==> src/rtl/vga_layer_mixer.sv <==
// N-layer priority compositor: background plus LAYERS sprite layers, with blanking and timing delay.
// Defining VGA_MIXER_FADE_EN adds a frame-synchronous fade-to-black/fade-in stage (latency 3 instead of 2).
module vga_layer_mixer #(
  parameter int LAYERS     = 4,
  parameter int CW         = 4,
  parameter int TW         = 11,
  parameter int FADE_STEPS = 16,
  parameter int FADE_DIV   = 2
) (
  input  logic                       clk,
  input  logic                       rst,
  input  logic [TW-1:0]              hcount_in,
  input  logic [TW-1:0]              vcount_in,
  input  logic                       hsync_in,
  input  logic                       vsync_in,
  input  logic                       hblnk_in,
  input  logic                       vblnk_in,
  input  logic [3*CW-1:0]            bg_rgb,
  input  logic [LAYERS*3*CW-1:0]     layer_rgb,
  input  logic [LAYERS-1:0]          layer_opq,
  input  logic [LAYERS-1:0]          layer_mask,
  input  logic                       fade_req,
  output logic [TW-1:0]              hcount_out,
  output logic [TW-1:0]              vcount_out,
  output logic                       hsync_out,
  output logic                       vsync_out,
  output logic                       hblnk_out,
  output logic                       vblnk_out,
  output logic [3*CW-1:0]            rgb_out,
  output logic [$clog2(LAYERS+1)-1:0] hit_layer,
  output logic                       fade_busy,
  output logic                       fade_black
);

  localparam int PW  = 3 * CW;
  localparam int HW  = $clog2(LAYERS + 1);
  localparam int TBW = 2 * TW + 4;

  logic                vsync_prev;
  logic                frame_tick;
  logic [LAYERS-1:0]   mask;
  logic [TBW-1:0]      tim_in;

  assign frame_tick = vsync_in & ~vsync_prev;
  assign tim_in     = {hcount_in, vcount_in, hsync_in, vsync_in, hblnk_in, vblnk_in};

  // Mask only changes on a frame tick so a layer never disappears mid-frame.
  // NOTE: sequential state uses non-blocking assignments so every register samples pre-edge values.
  always_ff @(posedge clk or posedge rst) begin
    if (rst) begin
      vsync_prev <= 1'b0;
      mask       <= '0;
    end else begin
      vsync_prev <= vsync_in;
      if (frame_tick) mask <= layer_mask;
    end
  end

  logic [PW-1:0] sel_rgb;
  logic [HW-1:0] sel_hit;

  // Ascending scan: the last opaque, enabled layer (highest index) wins.
  // NOTE: defaults first in combinational blocks so no path leaves a latch behind.
  always_comb begin
    sel_rgb = bg_rgb;
    sel_hit = '0;
    for (int i = 0; i < LAYERS; i++) begin
      if (layer_opq[i] && mask[i]) begin
        sel_rgb = layer_rgb[i*PW +: PW];
        sel_hit = HW'(i + 1);
      end
    end
  end

  logic [PW-1:0]  s1_rgb;
  logic [HW-1:0]  s1_hit;
  logic [TBW-1:0] s1_tim;

  always_ff @(posedge clk or posedge rst) begin
    if (rst) begin
      s1_rgb <= '0;
      s1_hit <= '0;
      s1_tim <= '0;
    end else begin
      s1_rgb <= sel_rgb;
      s1_hit <= sel_hit;
      s1_tim <= tim_in;
    end
  end

  logic [PW-1:0]  pre_rgb;
  logic [HW-1:0]  pre_hit;
  logic [TBW-1:0] pre_tim;

`ifdef VGA_MIXER_FADE_EN
  localparam int FS_LOG = $clog2(FADE_STEPS);
  localparam int LW     = FS_LOG + 1;
  localparam int DW     = (FADE_DIV > 1) ? $clog2(FADE_DIV) : 1;
  localparam logic [DW-1:0] DIV_LAST = DW'(FADE_DIV - 1);
  localparam logic [LW-1:0] LVL_FULL = LW'(FADE_STEPS);

  typedef enum logic [1:0] {IDLE, FADE_OUT, HOLD, FADE_IN} state_t;

  state_t        state, state_nxt;
  logic [LW-1:0] level, level_nxt;
  logic [DW-1:0] div, div_nxt;
  logic          black_nxt;

  always_ff @(posedge clk or posedge rst) begin
    if (rst) begin
      state      <= IDLE;
      level      <= LVL_FULL;
      div        <= '0;
      fade_black <= 1'b0;
    end else begin
      state      <= state_nxt;
      level      <= level_nxt;
      div        <= div_nxt;
      fade_black <= black_nxt;
    end
  end

  always_comb begin
    state_nxt = state;
    level_nxt = level;
    div_nxt   = div;
    black_nxt = 1'b0;
    unique case (state)
      IDLE: begin
        level_nxt = LVL_FULL;
        if (fade_req) state_nxt = FADE_OUT;
      end
      FADE_OUT: if (frame_tick) begin
        if (div == DIV_LAST) begin
          div_nxt = '0;
          if (level != '0) level_nxt = level - LW'(1);
          if (level <= LW'(1)) begin
            state_nxt = HOLD;
            black_nxt = 1'b1;
          end
        end else div_nxt = div + DW'(1);
      end
      HOLD: if (frame_tick) begin
        if (div == DIV_LAST) state_nxt = FADE_IN;
        else div_nxt = div + DW'(1);
      end
      FADE_IN: if (frame_tick) begin
        if (div == DIV_LAST) begin
          div_nxt = '0;
          if (level != LVL_FULL) level_nxt = level + LW'(1);
          if (level >= LW'(FADE_STEPS - 1)) state_nxt = IDLE;
        end else div_nxt = div + DW'(1);
      end
      default: state_nxt = IDLE;
    endcase
    if (state_nxt != state) div_nxt = '0;
  end

  assign fade_busy = (state != IDLE);

  function automatic logic [PW-1:0] scale(input logic [PW-1:0] px, input logic [LW-1:0] lv);
    logic [PW-1:0]    res;
    logic [CW+LW-1:0] prod;
    res = '0;
    for (int c = 0; c < 3; c++) begin
      prod = (CW+LW)'(px[c*CW +: CW]) * (CW+LW)'(lv);
      res[c*CW +: CW] = CW'(prod >> FS_LOG);
    end
    return res;
  endfunction

  logic [PW-1:0]  s2_rgb;
  logic [HW-1:0]  s2_hit;
  logic [TBW-1:0] s2_tim;

  always_ff @(posedge clk or posedge rst) begin
    if (rst) begin
      s2_rgb <= '0;
      s2_hit <= '0;
      s2_tim <= '0;
    end else begin
      s2_rgb <= scale(s1_rgb, level);
      s2_hit <= s1_hit;
      s2_tim <= s1_tim;
    end
  end

  assign pre_rgb = s2_rgb;
  assign pre_hit = s2_hit;
  assign pre_tim = s2_tim;
`else
  logic unused_fade_req;
  assign unused_fade_req = fade_req;
  assign fade_busy  = 1'b0;
  assign fade_black = 1'b0;
  assign pre_rgb    = s1_rgb;
  assign pre_hit    = s1_hit;
  assign pre_tim    = s1_tim;
`endif

  // Blanking uses the delayed flags; hit_layer still reports the winner during blanking.
  // NOTE: only pipeline/control registers exist here, so every one of them is reset.
  always_ff @(posedge clk or posedge rst) begin
    if (rst) begin
      rgb_out    <= '0;
      hit_layer  <= '0;
      {hcount_out, vcount_out, hsync_out, vsync_out, hblnk_out, vblnk_out} <= '0;
    end else begin
      rgb_out    <= (pre_tim[1] | pre_tim[0]) ? '0 : pre_rgb;
      hit_layer  <= pre_hit;
      {hcount_out, vcount_out, hsync_out, vsync_out, hblnk_out, vblnk_out} <= pre_tim;
    end
  end

endmodule

==> config.mk <==
export PLATFORM = sky130hd
export DESIGN_NAME = vga_layer_mixer
export DESIGN_NICKNAME = d
export VERILOG_FILES = /design/src/rtl/vga_layer_mixer.sv
export SDC_FILE = /design/constraint.sdc
export NUM_CORES = 1
export LEC_CHECK = 0
export ABC_CLOCK_PERIOD_IN_PS = 7000
export CAP_MARGIN = 5
export CORE_UTILIZATION = 45
export DETAILED_ROUTE_END_ITERATION = 10
export DONT_BUFFER_PORTS = 1
export PLACE_DENSITY = 0.7
export SYNTH_ARGS = -nofsm -noshare
export SYNTH_HDL_FRONTEND = slang
export SYNTH_SLANG_ARGS = --single-unit
==> constraint.sdc <==
create_clock -name clk -period 7 [get_ports clk]
set_input_delay 0.7 -clock clk [delete_from_list [all_inputs] [get_ports clk]]
set_output_delay 0.7 -clock clk [all_outputs]
set_load 0.01 [all_outputs]
* Word level (Yosys, flattened, before mapping)
Cells that the tools add are included.
** Word-level totals
- Flip-flop bits (word level) :: 87
** Cells by class
- Mux-type cells :: 9
- Bitwise gates (word level) :: 3
- Reduce and logical (&&, ||, !) cells :: 4
** Operator list (count)
- $mux 12 :: 5
- $mux 3 :: 3
- $logic_and 1x1->1 :: 4
- $and 1x1->1 :: 1
- $mux 1 :: 1
- $not 1->1 :: 1
- $or 1x1->1 :: 1

* Longest topological paths before layout
Gate-level depths: netlist of the first run.
- Depth after elaboration :: 5
- Gate-level depth with buffers :: 5
- Gate-level depth less buffers :: 4

* Worst setup path before layout of the first run
No wires, ideal clock.
- Kind :: input-to-reg
- Start point :: input port vsync_in
- End point :: register mask[0]
- Arrival :: 1.305 ns
- Data required time :: 6.875 ns
- Path slack :: 5.570 ns
- Cell stages on the path :: 2
- Buffers on the path :: 0
- Path through :: nor2b_1 -> mux2_2
** Between the ends
- Word-level cells in the longest chain between the ends :: 1
** Ends and longest elaborated chain
- from (decl) :: line 15 : input logic vsync_in,
- $and 1x1->1 :: line 44 : assign frame_tick = vsync_in & ~vsync_prev;
- to (signal assigned) :: line 55 : if (frame_tick) mask <= layer_mask;
- to (decl) :: line 41 : logic [LAYERS-1:0] mask;
No other way between the ends.
A chain may end at the register's enable or synchronous reset.

* Final worst setup path of the first run
- Start point :: register hit_layer[0]
- End point :: output port hit_layer[0]
** RTL lines
- from (decl) :: line 30 : output logic [$clog2(LAYERS+1)-1:0] hit_layer,
- from (signal assigned) :: line 210 : hit_layer <= pre_hit;
No word-level cell between the ends.

==> impl_metrics.env, run 1 <==
export IMPL_status="finished, final reports clean"
export IMPL_reg2reg_depth=4
export IMPL_yosys_top_cells_area="dfrtp_1 (74%), a21boi_0 (3.1%), and2_1 (2.8%)"
export IMPL_antennaDiodeCount=0
export IMPL_htree_num_levels=3
export IMPL_ys_types=24
export IMPL_grt_start_max_net_pins=87
export IMPL_clock_latency_ns=0.34
export IMPL_gr_total_overflow=0
export IMPL_final_nets=309
export IMPL_ys_warnings_count=0
export IMPL_p_leak_uw=0.00139
export IMPL_power_uw=938
export IMPL_sw_frac_of_total_pct=24.0
export IMPL_syn_area_per_cell_um2=13.7
export IMPL_clock_sinks=86
export IMPL_fillers=542
export IMPL_io_buffers=0
export IMPL_crit_path_end_kind="output pin"
export IMPL_wl_per_cell_um=17.8
export IMPL_syn_cell_area_mm2=0.00290
export IMPL_clkSlewWorstSetupHoldPaths_ns=0.08
export IMPL_core_area_mm2=0.00606
export IMPL_clockPowerShare_pct=32.5
export IMPL_first_iter_violations=55
export IMPL_yosysSeqAreaShare_pct=74.1
export IMPL_criticalPathCategory="flop to output pin"
export IMPL_cts_tree="done"
export IMPL_netSwitchingPower_uw=225
export IMPL_slew_violations=0
export IMPL_layout_common_cells="dfrtp_1 (86), nor2_1 (14), and2_1 (13), a21oi_1 (13)"
export IMPL_cp_required_ns=6.30
export IMPL_ios=140
export IMPL_setup_ws_ns=5.53
export IMPL_worst_hold_path_num_cells=0
export IMPL_cp_max_fo=1
export IMPL_synthCells=212
export IMPL_ys_seq_elements=86
export IMPL_antenna_found_initial=0
export IMPL_pwr_share_seq_pct=60.2
export IMPL_cts_buffers=9
export IMPL_grt_pass1_vias=1445
export IMPL_clockBufferDepth=2
export IMPL_layout_commonest_cell="dfrtp_1"
export IMPL_r2r_start="mask[3]$_DFFE_PP0P_"
export IMPL_cts_resized=0
export IMPL_rrSetupSlack_ns=5.54
export IMPL_grt_pass1_wl_um=7420
export IMPL_fin_crit_sh_pct=20.9
export IMPL_powerDensity_mw_per_mm2=303
export IMPL_min_from="pre_hit[2]$_DFF_PP0_"
export IMPL_cts_root_buf="clkbuf_8"
export IMPL_cp_start_kind="flop"
export IMPL_die_h_um=82.3
export IMPL_fin_util_pct=51.0
export IMPL_final_min_clock_period_ns=1.47
export IMPL_rows=28
export IMPL_gp_congestion=0.750
export IMPL_area_growth_syn_to_layout_pct=6.42
export IMPL_cp_arrival_ns=0.77
export IMPL_die_x_um=82.3
export IMPL_ctsHoldBuffers=0
export IMPL_power_frac_comb_pct=7.3
export IMPL_internal_power_uw=713
export IMPL_finalSetupTns_ns=0
export IMPL_grt_use_total_pct=15.9
export IMPL_vdd_drop_max_mv=0.177
export IMPL_synth_top_cell_area_share_pct=74.1
export IMPL_drive_above_1_share_pct=10.2
export IMPL_maxCapViolations=0
export IMPL_pre_cts_ws_ns=5.24
export IMPL_max_freq_mhz=682
export IMPL_start_util_pct=47.9
export IMPL_dpl_hpwl_um=3700
export IMPL_finalSetupViolCount=0
export IMPL_drt_total_wl_um=5170
export IMPL_slew_headroom_pct=32.6
export IMPL_post_route_drc_count=0
export IMPL_hold_viol_final=0
export IMPL_finalClockSkew_ns=0.00552
export IMPL_rsz0062_at_grt="no"
export IMPL_vias=1564
export IMPL_hold_class="flop to flop"
export IMPL_firstDrtPassIters=4
export IMPL_ant_nets=0
export IMPL_post_cts_buffers=0
export IMPL_synth_largest_area_cell="dfrtp_1"
export IMPL_tightest_slew_ns=1.01
export IMPL_hold_end="hit_layer[2]$_DFF_PP0_"
export IMPL_fp_dieArea_mm2=0.00678
export IMPL_vias_per_cell=5.37
export IMPL_reg2reg_to="pre_rgb[10]$_DFF_PP0_"
-- layout make-up --
| class | count | area (um^2) | share of cell area [%] |
|---|---|---|---|
| Clock buffer | 13 | 159 | 5.14 |
| Clock inverter | 2 | 16.3 | 0.526 |
| Inverter | 2 | 8.76 | 0.283 |
| Multi-Input combinational cell | 112 | 653 | 21.1 |
| Sequential cell | 86 | 2150 | 69.6 |
| Tap cell | 75 | 93.8 | 3.04 |
| Timing Repair Buffer | 1 | 7.51 | 0.243 |
-- sequential cells by signal, indices dropped and copies added, names as in the netlist, 3 cells and up --
register,flops
pre_tim,26
hit_layer,3
pre_rgb,12
vcount_out,11
rgb_out,12
hcount_out,11
pre_hit,3
mask,4
-- worst max-delay path by stage --
stage / startpoint / end / slack (ns) / depth (start not counted)
6_report: hit_layer[0]$_DFF_PP0_ / hit_layer[0] / 5.53 / 0
5_1_grt: mask[3]$_DFFE_PP0P_ / pre_rgb[1]$_DFF_PP0_ / 5.39 / 4
4_1_cts: hit_layer[0]$_DFF_PP0_ / hit_layer[0] / 5.51 / 0
3_5_place_dp: layer_opq[3] / pre_rgb[10]$_DFF_PP0_ / 5.24 / 4
3_3_place_gp: layer_opq[3] / pre_rgb[5]$_DFF_PP0_ / 5.25 / 4
2_1_floorplan: rst / hblnk_out$_DFF_PP0_ / 4.08 / 1
-- metrics by stage --
step,std cells,hold WS [ns],area (um^2)
after floorplan,213,0.331,2910
after global placement,276,0.332,2920
after detailed placement,276,0.335,2920
after CTS,291,0.350,3090
after global routing,291,0.347,3090
final,291,0.349,3090
-- worst reg2reg max path, stage by stage, from the launching register on --
cell and delay (ns):
dfrtp_1 0.38, nand2_1 0.39, inv_2 0.26, a21oi_1 0.21, a31oi_1 0.10
-- power groups by stage --
stage / sequential, uW / clock [uW] / combinational (uW)
global route: 571 / 340 / 79.1
CTS: 566 / 318 / 69.6
global placement: 575 / 0 / 67.8
detailed placement: 576 / 0 / 69.6
floorplan: 567 / 0 / 66.2
finish: 565 / 305 / 68.2
-- cells in the mapped netlist --
master	instances
a21boi_0	12
a21oi_1	13
a22oi_2	1
a31oi_1	12
and2_1	13
and2_2	1
and3_1	12
buf_2	3
buf_4	5
buf_6	3
clkbuf_1	1
clkbuf_2	1
conb_1	1
dfrtp_1	86
inv_1	1
inv_2	1
mux2_2	4
nand2_1	2
nand3_1	12
nand3b_1	1
nor2_1	14
nor2b_1	1
o21ai_0	3
o21ai_1	9
-- layer usage --
layer  part of all wire (%)  vias to the layer above  GRT usage (%)
met5                      0                        -              0
met4                    1.7                        0           9.12
met3                     11                        9           7.58
met2                     48                       95           24.3
met1                     39                      746           18.3
li1                       -                      714              -
-- cells by family after synthesis --
| kind of cell | count (synthesis) | share of synthesized area, % |
|---|---|---|
| buffers and inverters | 15 | 3.53 |
| other | 1 | 0.129 |
| AO/OA/AOI/OAI | 50 | 10.4 |
| AND/OR/NAND/NOR | 56 | 10.3 |
| multiplexers | 4 | 1.55 |
| flip-flops | 86 | 74.1 |
(Power assumes the default switching activity.)
==> inputs of run 2 (changes only) <==
--- a/config.mk
+++ b/config.mk
@@ -5,7 +5,7 @@
 export SDC_FILE = /design/constraint.sdc
 export NUM_CORES = 1
 export LEC_CHECK = 0
-export ABC_CLOCK_PERIOD_IN_PS = 7000
+export ABC_CLOCK_PERIOD_IN_PS = 1500
 export CAP_MARGIN = 5
 export CORE_UTILIZATION = 45
 export DETAILED_ROUTE_END_ITERATION = 10
==> constraint.sdc (replaced) <==
create_clock -name clk -period 1.5 [get_ports clk]
set_input_delay 0.15 -clock clk [delete_from_list [all_inputs] [get_ports clk]]
set_output_delay 0.15 -clock clk [all_outputs]
set_load 0.01 [all_outputs]
==> impl_metrics.env, run 2 (synthesis gave the netlist of run 1 again) <==
export IMPL_cts_root_buf="clkbuf_8"
export IMPL_grt_pass1_wl_um=8910
export IMPL_cp_start_kind="flop"
export IMPL_worst_path_max_delay_cell="dfrtp_1"
export IMPL_reg2reg_depth=4
export IMPL_crit_path_end_kind="flop"
export IMPL_dpl_hpwl_um=3870
export IMPL_grt_pass1_vias=1817
export IMPL_grt_start_max_net_pins=58
export IMPL_powerDensity_mw_per_mm2=1260
export IMPL_path_delay_family="simple AND/OR/NAND/NOR gates"
export IMPL_rsz0062_at_grt="no"
export IMPL_start_util_pct=47.9
export IMPL_criticalPathCategory="flop to flop"
export IMPL_cts_tree="done"
export IMPL_fin_util_pct=61.8
export IMPL_max_freq_mhz=771
export IMPL_clock_sinks=86
export IMPL_fin_crit_sh_pct=86.5
export IMPL_grt_use_total_pct=18.8
export IMPL_die_x_um=82.3
export IMPL_finalSetupViolCount=0
export IMPL_rrSetupSlack_ns=0.20
export IMPL_core_area_mm2=0.00606
export IMPL_final_nets=370
export IMPL_finalClockSkew_ns=0.00949
export IMPL_htree_num_levels=3
export IMPL_vdd_drop_max_mv=1.07
export IMPL_io_buffers=0
export IMPL_instances_no_fill=353
export IMPL_cp_required_ns=1.76
export IMPL_drive_above_1_share_pct=11.2
export IMPL_worst_path_buf_inv=1
export IMPL_vias_per_cell=5.18
export IMPL_post_route_drc_count=0
export IMPL_cp_startpoint="mask[1]$_DFFE_PP0P_"
export IMPL_p_leak_uw=0.00167
export IMPL_gp_congestion=0.800
export IMPL_cts_buffers=9
export IMPL_slew_violations=0
export IMPL_crit_chain="and2_1 > buf_4 > nand3_1 > a31oi_1"
export IMPL_endpoint="pre_rgb[9]$_DFF_PP0_"
export IMPL_vias=1828
export IMPL_largest_reg_flops=26
export IMPL_clock_latency_ns=0.35
export IMPL_die_h_um=82.3
export IMPL_wl_per_cell_um=16.6
export IMPL_first_iter_violations=40
export IMPL_antennaDiodeCount=0
export IMPL_fp_dieArea_mm2=0.00678
export IMPL_antenna_found_initial=0
export IMPL_hold_viol_final=0
export IMPL_critPathMaxStageDelay_ns=0.38
export IMPL_drt_total_wl_um=5850
export IMPL_clkSlewWorstSetupHoldPaths_ns=0.09
export IMPL_ant_nets=0
export IMPL_area_growth_syn_to_layout_pct=29.1
export IMPL_ios=140
export IMPL_final_min_clock_period_ns=1.30
export IMPL_status="finished, final reports clean"
export IMPL_gr_total_overflow=0
export IMPL_maxCapViolations=0
export IMPL_firstDrtPassIters=4
export IMPL_cp_arrival_ns=1.56
export IMPL_cp_max_fo=9
export IMPL_reg2reg_to="pre_rgb[9]$_DFF_PP0_"
export IMPL_rows=28
export IMPL_layout_commonest_cell="dfrtp_1"
export IMPL_hold_class="primary input to flop"
export IMPL_layout_common_cells="dfrtp_1 (85), dlygate4sd3_1 (56), nor2_1 (14)"
export IMPL_finalSetupTns_ns=0
export IMPL_clockBufferDepth=2
export IMPL_r2r_start="mask[1]$_DFFE_PP0P_"
export IMPL_cp_depth=4
export IMPL_dp_cells=280
run 2: changes by cell type in the layout (fill, tap and decap cells not counted), sizes merged:
cell,previous run,this run
dlygate4sd3,0,56
buf,1,6
clkbuf,13,10
bufinv,0,1
clkinv,1,2
clkinvlp,1,2
inv,2,3
run 2: layout make-up:
| type | instances | area, um^2 |
|---|---|---|
| clock inverters | 6 | 68.8 |
| multi-input cells | 112 | 653 |
| flip-flops and latches | 86 | 2150 |
| well taps | 75 | 93.8 |
| fillers | 478 | 2310 |
| clock buffers | 10 | 138 |
| repair buffers | 62 | 631 |
| inverters | 2 | 11.3 |
run 2: layer usage:
metal,global-route usage (%),up-vias,part of all wire (%)
li1,-,839,-
met1,22.1,865,40
met2,30.7,114,50
met3,6.92,10,8.0
met4,8.25,0,2.1
met5,0,-,0
run 2: report_power, final:
group / internal (uW) / switching [uW]
clock: 826 / 789
sequential: 2510 / 126
combinational: 240 / 232
total: 3580 / 1150
run 2: how the worst min path moves through the flow:
stage                     slack [ns]           from                    end  cells past startpoint
after CTS                       0.02  layer_rgb[32]   pre_rgb[8]$_DFF_PP0_                      2
after detailed placement        0.11            rst  pre_tim[10]$_DFF_PP0_                      2
after global placement          0.10            rst  pre_tim[14]$_DFF_PP0_                      2
after floorplan                 0.18       vblnk_in   pre_tim[0]$_DFF_PP0_                      0
final                           0.03  layer_rgb[32]   pre_rgb[8]$_DFF_PP0_                      2
after global routing            0.03  layer_rgb[25]   pre_rgb[1]$_DFF_PP0_                      2
run 2: metrics by stage:
step                setup WS, ns  area [um^2]  hold slack (ns)  power (uW)
CTS                       0.0822         3740           0.0154        4770
global placement           0.171         2970            0.103        3020
floorplan                  0.356         2910            0.181        2950
detailed placement         0.102         2970            0.105        3040
global route               0.110         3750           0.0269        4980
finish                     0.202         3750           0.0304        4730
run 2: what timing repair did:
action | CTS | global route
resized for setup | 0 | 1
setup buffers | 0 | 1
endpoints found under the hold margin | 129 | 0
hold buffers | 56 | 0
endpoints found under the setup margin | 0 | 3
